$ cat config.mk
export PLATFORM = sky130hd
export DESIGN_NAME = mio_uart_tx_flat
export DESIGN_NICKNAME = d
export VERILOG_FILES = /design/src/rtl/mio_uart_pkg.sv /design/src/rtl/mio_uart_tx_if.sv /design/src/rtl/mio_uart_tx_sync_fifo.sv /design/src/rtl/mio_uart_tx.sv /design/src/flat_wrapper.sv
export SDC_FILE = /design/constraint.sdc
export NUM_CORES = 1
export LEC_CHECK = 0
export ABC_CLOCK_PERIOD_IN_PS = 3200
export CAP_MARGIN = 25
export CORE_MARGIN = 10
export CORE_UTILIZATION = 49
export CTS_CLUSTER_DIAMETER = 40
export DETAILED_ROUTE_END_ITERATION = 8
export GPL_ROUTABILITY_DRIVEN = 0
export PLACE_DENSITY = 0.76
export SETUP_SLACK_MARGIN = 0.15
export SKIP_LAST_GASP = 1
export SLEW_MARGIN = 20
export SYNTH_ARGS = -nofsm -noshare
export SYNTH_HDL_FRONTEND = slang
export SYNTH_SLANG_ARGS = --single-unit
$ cat constraint.sdc
create_clock -name clk -period 3.2 [get_ports clk]
set_clock_uncertainty 0.05 [all_clocks]
set_input_delay 0.64 -clock clk [delete_from_list [all_inputs] [get_ports clk]]
set_output_delay 0.64 -clock clk [all_outputs]
set_load 0.05 [all_outputs]
$ cat src/rtl/mio_uart_pkg.sv
// Shared types and constants for the MIO UART transmitter: serialiser states,
// status word layout and the control-write flag position.
package mio_uart_pkg;

   typedef enum logic [1:0] {
      S_IDLE  = 2'd0,
      S_START = 2'd1,
      S_DATA  = 2'd2,
      S_STOP  = 2'd3
   } uart_state_e;

   localparam int ST_COUNT_LSB = 0;
   localparam int ST_COUNT_W   = 4;
   localparam int ST_EMPTY     = 4;
   localparam int ST_FULL      = 5;
   localparam int ST_BUSY      = 6;
   localparam int ST_OVF       = 7;

   localparam int CTRL_BIT     = 31;

   function automatic logic [31:0] pack_status(
      input logic                  ovf,
      input logic                  busy,
      input logic                  full,
      input logic                  empty,
      input logic [ST_COUNT_W-1:0] cnt
   );
      logic [31:0] s;
      s = '0;
      s[ST_COUNT_LSB +: ST_COUNT_W] = cnt;
      s[ST_EMPTY]                   = empty;
      s[ST_FULL]                    = full;
      s[ST_BUSY]                    = busy;
      s[ST_OVF]                     = ovf;
      return s;
   endfunction

endpackage

$ cat src/rtl/mio_uart_tx_if.sv
// Bus-side connection of the UART transmitter: write strobe/data from the
// decoder, status word and completion interrupt back to the CPU side.
interface mio_uart_tx_if;
   logic        uart_we;
   logic [31:0] P_Data;
   logic [31:0] status;
   logic        irq;

   modport master (output uart_we, output P_Data, input status, input irq);
   modport slave  (input uart_we, input P_Data, output status, output irq);
endinterface

$ cat src/rtl/mio_uart_tx_sync_fifo.sv
// Small synchronous FIFO with a registered occupancy count; the head entry is
// visible combinationally so the consumer can take it on the pop edge.
module sync_fifo #(
   parameter int WIDTH = 8,
   parameter int DEPTH = 8
) (
   input  logic                     clk,
   input  logic                     rst,
   input  logic                     push_i,
   input  logic [WIDTH-1:0]         din_i,
   input  logic                     pop_i,
   output logic [WIDTH-1:0]         dout_o,
   output logic [$clog2(DEPTH):0]   count_o,
   output logic                     full_o,
   output logic                     empty_o
);
   localparam int AW = $clog2(DEPTH);
   localparam int CW = AW + 1;

   logic [WIDTH-1:0] mem_q [DEPTH];
   logic [AW-1:0]    wr_ptr_q, wr_ptr_d;
   logic [AW-1:0]    rd_ptr_q, rd_ptr_d;
   logic [CW-1:0]    count_q, count_d;
   logic             do_push;
   logic             do_pop;

   assign full_o  = (count_q == CW'(DEPTH));
   assign empty_o = (count_q == '0);
   assign count_o = count_q;
   assign dout_o  = mem_q[rd_ptr_q];

   // Qualification uses the pre-edge count, so a push on full is lost even
   // when a pop frees a slot on the same edge.
   assign do_push = push_i && !full_o;
   assign do_pop  = pop_i && !empty_o;

   always_comb begin
      wr_ptr_d = wr_ptr_q;
      rd_ptr_d = rd_ptr_q;
      count_d  = count_q;
      if (do_push) wr_ptr_d = wr_ptr_q + AW'(1);
      if (do_pop)  rd_ptr_d = rd_ptr_q + AW'(1);
      if (do_push && !do_pop)      count_d = count_q + CW'(1);
      else if (do_pop && !do_push) count_d = count_q - CW'(1);
   end

   always_ff @(posedge clk) begin
      if (do_push) mem_q[wr_ptr_q] <= din_i;
   end

   always_ff @(posedge clk) begin
      if (rst) begin
         wr_ptr_q <= '0;
         rd_ptr_q <= '0;
         count_q  <= '0;
      end else begin
         wr_ptr_q <= wr_ptr_d;
         rd_ptr_q <= rd_ptr_d;
         count_q  <= count_d;
      end
   end

endmodule

$ cat src/rtl/mio_uart_tx.sv
// Memory-mapped 8N1 UART transmitter: buffers CPU bytes in a FIFO, serialises
// them LSB first on tx, reports status and pulses irq when fully drained.
module mio_uart_tx #(
   parameter int BAUD_DIV   = 868,
   parameter int FIFO_DEPTH = 8
) (
   input  logic          clk,
   input  logic          rst,
   mio_uart_tx_if.slave  bus,
   output logic          tx
);
   import mio_uart_pkg::*;

   localparam int          CW        = $clog2(FIFO_DEPTH) + 1;
   localparam logic [15:0] BAUD_LAST = 16'(BAUD_DIV - 1);

   uart_state_e state_q, state_d;
   logic [15:0] baud_q, baud_d;
   logic [2:0]  bit_q, bit_d;
   logic [7:0]  shift_q, shift_d;
   logic        tx_q, tx_d;
   logic        fin_q, fin_d;
   logic        irq_q;
   logic        ovf_q, ovf_d;

   logic          wr_data;
   logic          wr_ctrl;
   logic          push;
   logic          pop;
   logic          tick;
   logic [7:0]    fifo_head;
   logic [CW-1:0] fifo_count;
   logic          fifo_full;
   logic          fifo_empty;
   logic          unused_pdata;

   assign wr_data      = bus.uart_we && !bus.P_Data[CTRL_BIT];
   assign wr_ctrl      = bus.uart_we &&  bus.P_Data[CTRL_BIT];
   assign push         = wr_data && !fifo_full;
   assign unused_pdata = ^bus.P_Data[30:8];

   sync_fifo #(
      .WIDTH (8),
      .DEPTH (FIFO_DEPTH)
   ) u_fifo (
      .clk     (clk),
      .rst     (rst),
      .push_i  (push),
      .din_i   (bus.P_Data[7:0]),
      .pop_i   (pop),
      .dout_o  (fifo_head),
      .count_o (fifo_count),
      .full_o  (fifo_full),
      .empty_o (fifo_empty)
   );

   always_comb begin
      ovf_d = ovf_q;
      if (wr_ctrl)                      ovf_d = 1'b0;
      else if (wr_data && fifo_full)    ovf_d = 1'b1;
   end

   assign tick = (baud_q == BAUD_LAST);

   always_comb begin
      state_d = state_q;
      baud_d  = baud_q;
      bit_d   = bit_q;
      shift_d = shift_q;
      pop     = 1'b0;
      fin_d   = 1'b0;
      tx_d    = 1'b1;
      case (state_q)
         S_IDLE: begin
            if (!fifo_empty) begin
               pop     = 1'b1;
               shift_d = fifo_head;
               baud_d  = '0;
               state_d = S_START;
            end
         end
         S_START: begin
            tx_d   = 1'b0;
            baud_d = tick ? '0 : baud_q + 16'd1;
            if (tick) begin
               bit_d   = '0;
               state_d = S_DATA;
            end
         end
         S_DATA: begin
            tx_d   = shift_q[0];
            baud_d = tick ? '0 : baud_q + 16'd1;
            if (tick) begin
               shift_d = {1'b0, shift_q[7:1]};
               if (bit_q == 3'd7) state_d = S_STOP;
               else               bit_d   = bit_q + 3'd1;
            end
         end
         S_STOP: begin
            baud_d = tick ? '0 : baud_q + 16'd1;
            if (tick) begin
               // Chain straight into the next start bit when more data waits.
               if (!fifo_empty) begin
                  pop     = 1'b1;
                  shift_d = fifo_head;
                  state_d = S_START;
               end else begin
                  fin_d   = 1'b1;
                  state_d = S_IDLE;
               end
            end
         end
         default: state_d = S_IDLE;
      endcase
   end

   // tx and irq are retimed one cycle behind the state so the line is glitch
   // free; fin_q then delays irq to sit just after the stop bit on the wire.
   always_ff @(posedge clk) begin
      if (rst) begin
         state_q <= S_IDLE;
         baud_q  <= '0;
         bit_q   <= '0;
         shift_q <= '0;
         tx_q    <= 1'b1;
         fin_q   <= 1'b0;
         irq_q   <= 1'b0;
         ovf_q   <= 1'b0;
      end else begin
         state_q <= state_d;
         baud_q  <= baud_d;
         bit_q   <= bit_d;
         shift_q <= shift_d;
         tx_q    <= tx_d;
         fin_q   <= fin_d;
         irq_q   <= fin_q;
         ovf_q   <= ovf_d;
      end
   end

   assign tx         = tx_q;
   assign bus.irq    = irq_q;
   assign bus.status = pack_status(ovf_q, (state_q != S_IDLE), fifo_full,
                                   fifo_empty, ST_COUNT_W'(fifo_count));

endmodule

$ cat src/flat_wrapper.sv
// flat-port wrapper written by rule: the top's interface ports become plain ports
module mio_uart_tx_flat import mio_uart_pkg::*;
#(
   parameter int BAUD_DIV   = 868,
   parameter int FIFO_DEPTH = 8
)
  (clk, rst, tx, bus_uart_we, bus_P_Data, bus_status, bus_irq);
  mio_uart_tx_if bus_i ();
  input  logic clk;
  input  logic rst;
  output logic tx;
  input wire logic [$bits(bus_i.uart_we)-1:0] bus_uart_we;
  input wire logic [$bits(bus_i.P_Data)-1:0] bus_P_Data;
  output wire logic [$bits(bus_i.status)-1:0] bus_status;
  output wire logic [$bits(bus_i.irq)-1:0] bus_irq;
  assign bus_i.uart_we = bus_uart_we;
  assign bus_i.P_Data = bus_P_Data;
  assign bus_status = bus_i.status;
  assign bus_irq = bus_i.irq;
  mio_uart_tx #(.BAUD_DIV(BAUD_DIV), .FIFO_DEPTH(FIFO_DEPTH)) u_core (.clk(clk), .rst(rst), .bus(bus_i), .tx(tx));
endmodule
======== Word-level counts from Yosys, hierarchy flattened ========
Memories as Yosys holds them, arrays and structs flattened. A register that Yosys moved wholly into a read port is not among the register bits.
Index checks and enable logic that the tools add are counted.
storage, ports and cells
  register bits ........................... 43
  memory bits (writable) .................. 64
  output and inout port bits .............. 34
  memories kept ........................... 1
memories
  memory               depth  bits a word  read ports  clocked after memory_dff  write ports  line                         source
  u_core.u_fifo.mem_q  8      8            1           1                         1            mio_uart_tx_sync_fifo.sv:20  logic [WIDTH-1:0] mem_q [DEPTH];
cells by class
  $add $sub $neg .......................... 6
  equal/unequal tests ..................... 12
  mux-type cells .......................... 29
  bitwise operators ....................... 2
  reduce and logical (&&, ||, !) cells .... 25
operator list
  kind                   count
  $mux 16                2
  $pmux 16 s2            1
  $mux 8                 3
  $pmux 8 s3             1
  $add 16x1->16 const B  1
  $eq 16x10->1 const B   1
  $mux 3                 5
  $mux 2                 5
  $add 3x1->3 const B    3
  $logic_and 1x1->1      8
  $mux 4                 2
  $ne 2x1->1 const B     4
  $pmux 2 s4             1
  $mux 1                 6
  $pmux 3 s2             1
  $reduce_bool 2->1      3
  $reduce_or 3->1        2
  $logic_not 1->1        5
  $reduce_and 5->1       1
  $add 4x1->4 const B    1
  $eq 2x2->1 const B     2
  $eq 4x4->1 const B     1
  $logic_not 4->1        1
  $ne 2x2->1 const B     2
  other kinds (10)       12

======== Longest topological paths before layout ========
  word-level depth ........................ 8
  depth in mapped cells ................... 14

======== Hierarchy ========
Synthesis repeated with hierarchy kept, for this count alone.
unflattened totals
  cells, all modules ...................... 394
  area, all modules ....................... 5112.4 sq um
by module, submodules not included
  module       times used  cells an instance  area an instance (sq um)  sequential area each (sq um)
  sync_fifo    1           166                3139.3                    2182.1
  mio_uart_tx  1           228                1973.1                    660.6

======== Worst setup path before layout ========
Ideal clock, no wire load.
  path type ............................... register to register
  start point ............................. register u_core.baud_q[11]
  end point ............................... register u_core.u_fifo.count_q[3] (netlist: u_core.u_fifo.count_o[3])
  setup time .............................. 70 ps
  arrival ................................. 3062 ps
  required time ........................... 3080 ps
  path slack .............................. 17 ps
  stages on the path, launching flop included .. 14
  period minus slack after synthesis ...... 3183 ps
  path through ............................ dfxtp_1 or4b_1 nor4_4 a21oi_1 nor2_1 inv_1 ha_1 inv_1 ha_1 a21o_1 a21oi_1 xnor2_1 or3_1 a21oi_1
between the ends
  word-level cells in the longest chain between the ends .. 7
  elaborated cells on any way between the ends .. 9
  those cells by class .................... 1 x eq/ne; 3 x mux; 5 x reduce/logical
ends and longest elaborated chain
  item                                         line                         source
  from (decl)                                  mio_uart_tx.sv:18            logic [15:0] baud_q, baud_d;
  from (signal assigned)                       mio_uart_tx.sv:131           baud_q <= baud_d;
  $eq 16x10->1 *                               mio_uart_tx.sv:63            assign tick = (baud_q == BAUD_LAST);
  $mux 1 *                                     mio_uart_tx.sv:101           if (tick) begin
  $pmux 1 s2 *                                 mio_uart_tx.sv:73            case (state_q)
  $logic_and 1x1->1 *                          mio_uart_tx_sync_fifo.sv:35  assign do_pop = pop_i && !empty_o;
  $logic_not 1->1                              mio_uart_tx_sync_fifo.sv:43  if (do_push && !do_pop) count_d = count_q + CW'(1);
  $logic_and 1x1->1                            mio_uart_tx_sync_fifo.sv:43
  $mux 4 or $reduce_bool 2->1 (tied branches)  -
  to (signal assigned)                         mio_uart_tx_sync_fifo.sv:59  count_q <= count_d;
  to (decl)                                    mio_uart_tx_sync_fifo.sv:23  logic [CW-1:0] count_q, count_d;
Every way passes the cells marked *; elsewhere a longest branch is shown, timed or not.
A chain may end at the register's enable or synchronous reset.

======== Final worst setup path ========
  start point ............................. register u_core.baud_q[15]
  end point ............................... register u_core.u_fifo.count_q[3] (netlist: u_core.u_fifo.count_o[3])
Same word-level chain as after synthesis.

==> metrics <==
status=completed; total number of vias=3,090; Area Growth Syn to Fin=12.7%; initial DRC count=232; Avg WL per Cell=16.4 microns; Worst Reg-to-Reg Cells=13; leading area contributor after synthesis=edfxtp_1; Yosys top cell area share=39.0%; drt total wl=9250 microns; NetSw=1.63 mW; layout filler cell count=762; FP Rows=36; initial antenna violation count=0; vias in the first global route=3,105; Chip Width=120 microns; CP required=3470 ps; core region area=9770 sq um; GRT overflow=0; Post-DP HPWL=6280 microns; # DRC=0; Initial Util=50.4%; GRT Max-Usage Layer=met2; internal power=2.62 mW; Final Non-Filler Cells=564; WHS=422 ps; Most used DFF post-synth=edfxtp_1; Final Cell Area=5550 sq um; syn avg cell area=12.6 sq um; EDFF count, synth=64; CTS Buf Count=9; first-pass GRT wire length=15,500 microns; worst setup margin=198 ps; clock buffer depth=2; Ys Warns=0; data arrival time of the critical path=3270 ps; layout cell share with drive strength beyond 1=17.4%; met1 Usage GRT=15.9%; synth unique cells=51; Seq cells post-synth=110; Leak=1.92 nW; met2 GRT Util=22.2%; multi-input combinational cell area=1900 sq um; IO Port Bufs=21; Rel. slew slack=49.8%; Hold Crit Depth=1; ANT cells=0; sequential share of the synthesized area=57.7%; max-capacitance violation count=0; most frequent cells in the layout=edfxtp_1 (64), dfxtp_1 (41), nor2_1 (34); Clock Power Share=19.8%; Vias/cell=5.48; Switching Share=38.4%; drt first pass iters=4; chip height=120 microns; CP Cell Sequence=or4b_4 -> nor4_4 -> a21oi_2 -> nor2_2 -> inv_1 -> ha_2 -> inv_2 -> ha_4 -> a21o_1 -> a21oi_2 -> xnor2_1 -> or3_1 -> a21oi_2; most common cell after layout, fill and taps aside=edfxtp_1; CTS Sinks=110; power consumption=4.25 mW; post-place setup slack=113 ps; total power per unit cell area=765 nW/um^2; GRT met3 Usage=5.17%; die area=14,500 sq um; Hold Crit Class=flop to flop; Max Fanout on Critical Path=3; Worst Setup SP=u_core.baud_q[15]; Critical Path Source Type=flop; pin count of the biggest net entering global routing=25; Most Frequent Cell on Critical Path=a21oi_2; IO Count=69; RSZ-0062 raised after global routing=true; Worst path slowest cell=or4b_4; Fmax achieved=333 MHz; Final nets=476; Synth area leaders=edfxtp_1 (39%), dfxtp_1 (19%), mux4_2 (7.3%); clk root buf=clkbuf_8; worst-margin pin slew=752 ps; Worst Hold Launch=u_core.baud_q[9]; Cell Area, Placed=5260 sq um; Flop pwr share=41.1%; Post-synth ARST share=0%; combinational cell fraction of total power=39.1%; H-tree Lvls=3; mapped cell area=4920 sq um; Setup TNS=0 ps; Final ANT Viol Nets=0; Finished Core Util=56.8%; CTS tree=built; total track usage=13.4%; FF-to-FF Start=u_core.baud_q[15]; fin crit share=93.8%; final setup vio count=0; Peak supply drop=0.382 mV; Worst path max stage delay=570 ps; clock-pin slew on the worst setup and hold paths=110 ps; Tmin final=3000 ps; Crit Path Class=flop to flop; Hold Vio Cnt, Final=0; worst-skew pair later-pin latency=380 ps; Slew Viols, Final=0; Critical Path Sink Type=flop; FF+latch area=2850 sq um; Post-Synthesis Cells=390; Placed Cells=542
[cell usage after synthesis (3+ instances only)]
library cell	n
a211oi_1	3
a21oi_1	23
a22o_1	8
a311oi_1	8
a31oi_1	4
and3_1	4
buf_4	27
clkbuf_1	12
dfxtp_1	46
edfxtp_1	64
ha_1	14
inv_1	10
mux2i_1	13
mux4_2	16
nand2_1	26
nand2b_1	4
nand3_1	4
nand4b_1	4
nor2_1	35
nor2b_1	3
nor3_1	5
o21ai_0	17
[metal layers]
layer	up-vias	share of wire, %
met5	-	0
met4	0	1.6
met3	11	6.9
met2	83	50
met1	1502	42
li1	1494	-
[flip-flops by register name, indices dropped and copies added, names as in the netlist, named ones only]
| signal | count |
|---|---|
| u_core.u_fifo.mem_q | 64 |
| u_core.ovf_q | 1 |
| u_core.u_fifo.count_o | 4 |
| u_core.tx | 1 |
| u_core.u_fifo.rd_ptr_q | 3 |
| u_core.bit_q | 3 |
| u_core.fin_q | 1 |
| u_core.shift_q | 8 |
| u_core.bus.irq | 1 |
| u_core.u_fifo.wr_ptr_q | 3 |
| u_core.state_q | 2 |
| u_core.baud_q | 16 |
[cell families after synthesis]
logic type | Yosys count | share of synthesized area, %
other | 1 | 0.0762
AOI/OAI and AO/OA | 75 | 10.1
and+or+nand+nor | 102 | 11.0
adders and majority gates | 15 | 3.96
DFF | 110 | 57.7
muxes | 31 | 10.4
xor gates and xnor gates | 4 | 0.712
buffers and inverters | 52 | 6.05
[power by group through the flow]
stage / logic (mW) / clock network [mW] / registers (mW)
2_1_floorplan: 1.21 / 0 / 1.81
3_3_place_gp: 1.57 / 0 / 1.77
3_5_place_dp: 1.61 / 0 / 1.77
4_1_cts: 1.63 / 0.857 / 1.74
5_1_grt: 1.84 / 0.919 / 1.76
6_report: 1.66 / 0.841 / 1.75
[cell type report]
class	instances	share of cell area, %
Multi-Input combinational cell	251	34.3
Inverter	10	0.676
Sequential cell	110	51.4
Timing Repair Buffer	44	6.88
Clock buffer	9	2.23
Clock inverter	7	1.58
Tap cell	133	3.00
[what timing repair did]
| item | CTS | global route |
|---|---|---|
| setup buffers | 3 | 3 |
| hold buffers | 0 | 0 |
| setup endpoints to repair | 2 | 1 |
| pin swaps | 3 | 9 |
| resized for setup | 4 | 7 |
[critical path: cells and delay by family (launching register included)]
family / cells / cell delay, ps
buffers and inverters: 2 / 150
AOI/OAI and AO/OA: 4 / 530
and+or+nand+nor: 4 / 1390
xor gates and xnor gates: 1 / 100
DFF: 1 / 350
adders and majority gates: 2 / 370
[path summary, 6_finish.rpt]
kind                               to  slack [ps]
max          u_core.u_fifo.count_o[3]         200
min                  u_core.baud_q[9]         420
max reg2reg  u_core.u_fifo.count_o[3]         200
min reg2reg          u_core.baud_q[9]         420
(Power assumes the default switching activity.)
==> patch (same flow settings) <==
`BAUD_DIV` is set to 868 in 2 places; all go to 512.
--- a/src/rtl/mio_uart_tx.sv
+++ b/src/rtl/mio_uart_tx.sv
@@ -1,7 +1,7 @@
 // Memory-mapped 8N1 UART transmitter: buffers CPU bytes in a FIFO, serialises
 // them LSB first on tx, reports status and pulses irq when fully drained.
 module mio_uart_tx #(
-   parameter int BAUD_DIV   = 868,
+   parameter int BAUD_DIV   = 512,
    parameter int FIFO_DEPTH = 8
 ) (
    input  logic          clk,
--- a/src/flat_wrapper.sv
+++ b/src/flat_wrapper.sv
@@ -1,7 +1,7 @@
 // flat-port wrapper written by rule: the top's interface ports become plain ports
 module mio_uart_tx_flat import mio_uart_pkg::*;
 #(
-   parameter int BAUD_DIV   = 868,
+   parameter int BAUD_DIV   = 512,
    parameter int FIFO_DEPTH = 8
 )
   (clk, rst, tx, bus_uart_we, bus_P_Data, bus_status, bus_irq);
Behaviour: same outputs for any inputs over 10 cycles, from zero or initial values and one cycle with rst high; that may be too few to reach the edited logic, so the function may still have changed.
==> patch against the unedited design <==
- sequential cell count stayed put
- fmax is 1.4% higher
- critical path depth is 2 lower
- non-clock buffer count is 9 higher
- cell count is 6.0% higher
- area after synthesis is 3.8% higher
- via count is 13% higher
- critical path type unchanged
- global-route usage is 0.95 points higher
- worst hold slack worse by 0.018 ns
- cell area is 3.8% higher
- combinational power is 3% higher
- wire length is 13% higher
- setup slack better by 0.041 ns
- power is 1.1% higher
==> patch: results (changes against the unedited design) <==
Reg2Reg Depth=11 (was 13); largest net degree at the start of global routing=21 (was 25); min-delay src=u_core.fin_q$_SDFF_PP0_ (was u_core.baud_q[9]$_SDFFE_PP0N_); M1 WL=4200 um (was 3860 um); Max rail drop VDD=0.000504 V (was 0.000382 V); pre-CTS setup slack=0.0590 ns (was 0.113 ns); total length of routed met3 wires=713 um (was 642 um); status=finished clean (unchanged); DR WL met2=5350 um (was 4600 um); largest cells by area after synthesis=edfxtp_1 38%, dfxtp_1 18%, mux4_2 7.1%, buf_4 4.0%, ha_1 3.4% (was edfxtp_1 39%, dfxtp_1 19%, mux4_2 7.3%, buf_4 4.1%, ha_1 3.6%); Detailed Place HPWL=7240 um (was 6280 um); WHS Endpoint=u_core.bus.irq$_SDFF_PP0_ (was u_core.baud_q[9]$_SDFFE_PP0N_); Routed WL=10,400 um (was 9250 um); worst r2r src=u_core.baud_q[12]$_SDFFE_PP0N_ (was u_core.baud_q[15]$_SDFFE_PP0N_); synth cell count leaders=64 x edfxtp_1, 46 x dfxtp_1, 27 x buf_4 (was 64 x edfxtp_1, 46 x dfxtp_1, 35 x nor2_1); Final #Nets=507 (was 476); max_slew headroom=43.9% (was 49.8%); CTS resizes=3 (was 4); share of cells above drive strength 1=19.7% (was 17.4%); GR Layer Usage met2=24.9% (was 22.2%); vias in the first global route=3,349 (was 3,105); Logic pwr share=39.8% (was 39.1%); WP data arrival=3.18 ns (was 3.27 ns); Lkg Pwr=2.03 nW (was 1.92 nW); Seq/Total Area, Yosys=55.6% (was 57.7%); GRT Total Usage=14.4% (was 13.4%); number of DRC markers in iteration 0=320 (was 232); GR Layer Usage met1=17.0% (was 15.9%); grt met3 use=4.26% (was 5.17%)
==> patch: critical path, cell delays in order, from the launching register on <==
cell	delay, ns
dfxtp_2	0.34
or4_4	0.57
nor4_4	0.32
buf_4	0.16
o21ai_1	0.06
ha_2	0.19
inv_1	0.08
ha_1	0.23
a21o_1	0.19
a21oi_2	0.13
mux2i_1	0.20
mux2_2	0.34
==> patch: area by class of cell <==
type	count	area [um2]
fillers	850	4470
flip-flops and latches	110	2850
multi-input cells	266	2030
repair buffers	53	450
well taps	136	170
clock buffers	9	124
clock inverters	7	66.3
inverters	17	63.8
==> patch: cells by family after synthesis <==
group	share of synthesized area [%]
xor gates and xnor gates	0.857
buffers and inverters	6.69
AOI/OAI and AO/OA	11.7
adders and majority gates	3.82
muxes	8.47
other	0.0734
and+or+nand+nor	12.7
DFF	55.6
==> patch: worst max-delay path by stage <==
stage,start,to,slack (ns)
final,u_core.baud_q[12]$_SDFFE_PP0N_,u_core.u_fifo.count_o[3]$_SDFFE_PP0P_,0.24
after CTS,u_core.baud_q[15]$_SDFFE_PP0N_,u_core.u_fifo.count_o[3]$_SDFFE_PP0P_,0.17
after global routing,u_core.baud_q[12]$_SDFFE_PP0N_,u_core.u_fifo.count_o[3]$_SDFFE_PP0P_,0.09
after floorplan,u_core.u_fifo.count_o[0]$_SDFFE_PP0P_,u_core.u_fifo.count_o[3]$_SDFFE_PP0P_,0.18
after detailed placement,u_core.baud_q[11]$_SDFFE_PP0N_,u_core.u_fifo.count_o[3]$_SDFFE_PP0P_,0.06
after global placement,u_core.baud_q[13]$_SDFFE_PP0N_,u_core.u_fifo.count_o[3]$_SDFFE_PP0P_,0.05
==> patch: per-stage QoR <==
step	cells	cell area (um2)
after global routing	598	5760
after floorplan	439	5200
after CTS	597	5740
after detailed placement	581	5530
after global placement	581	5530
final	598	5760
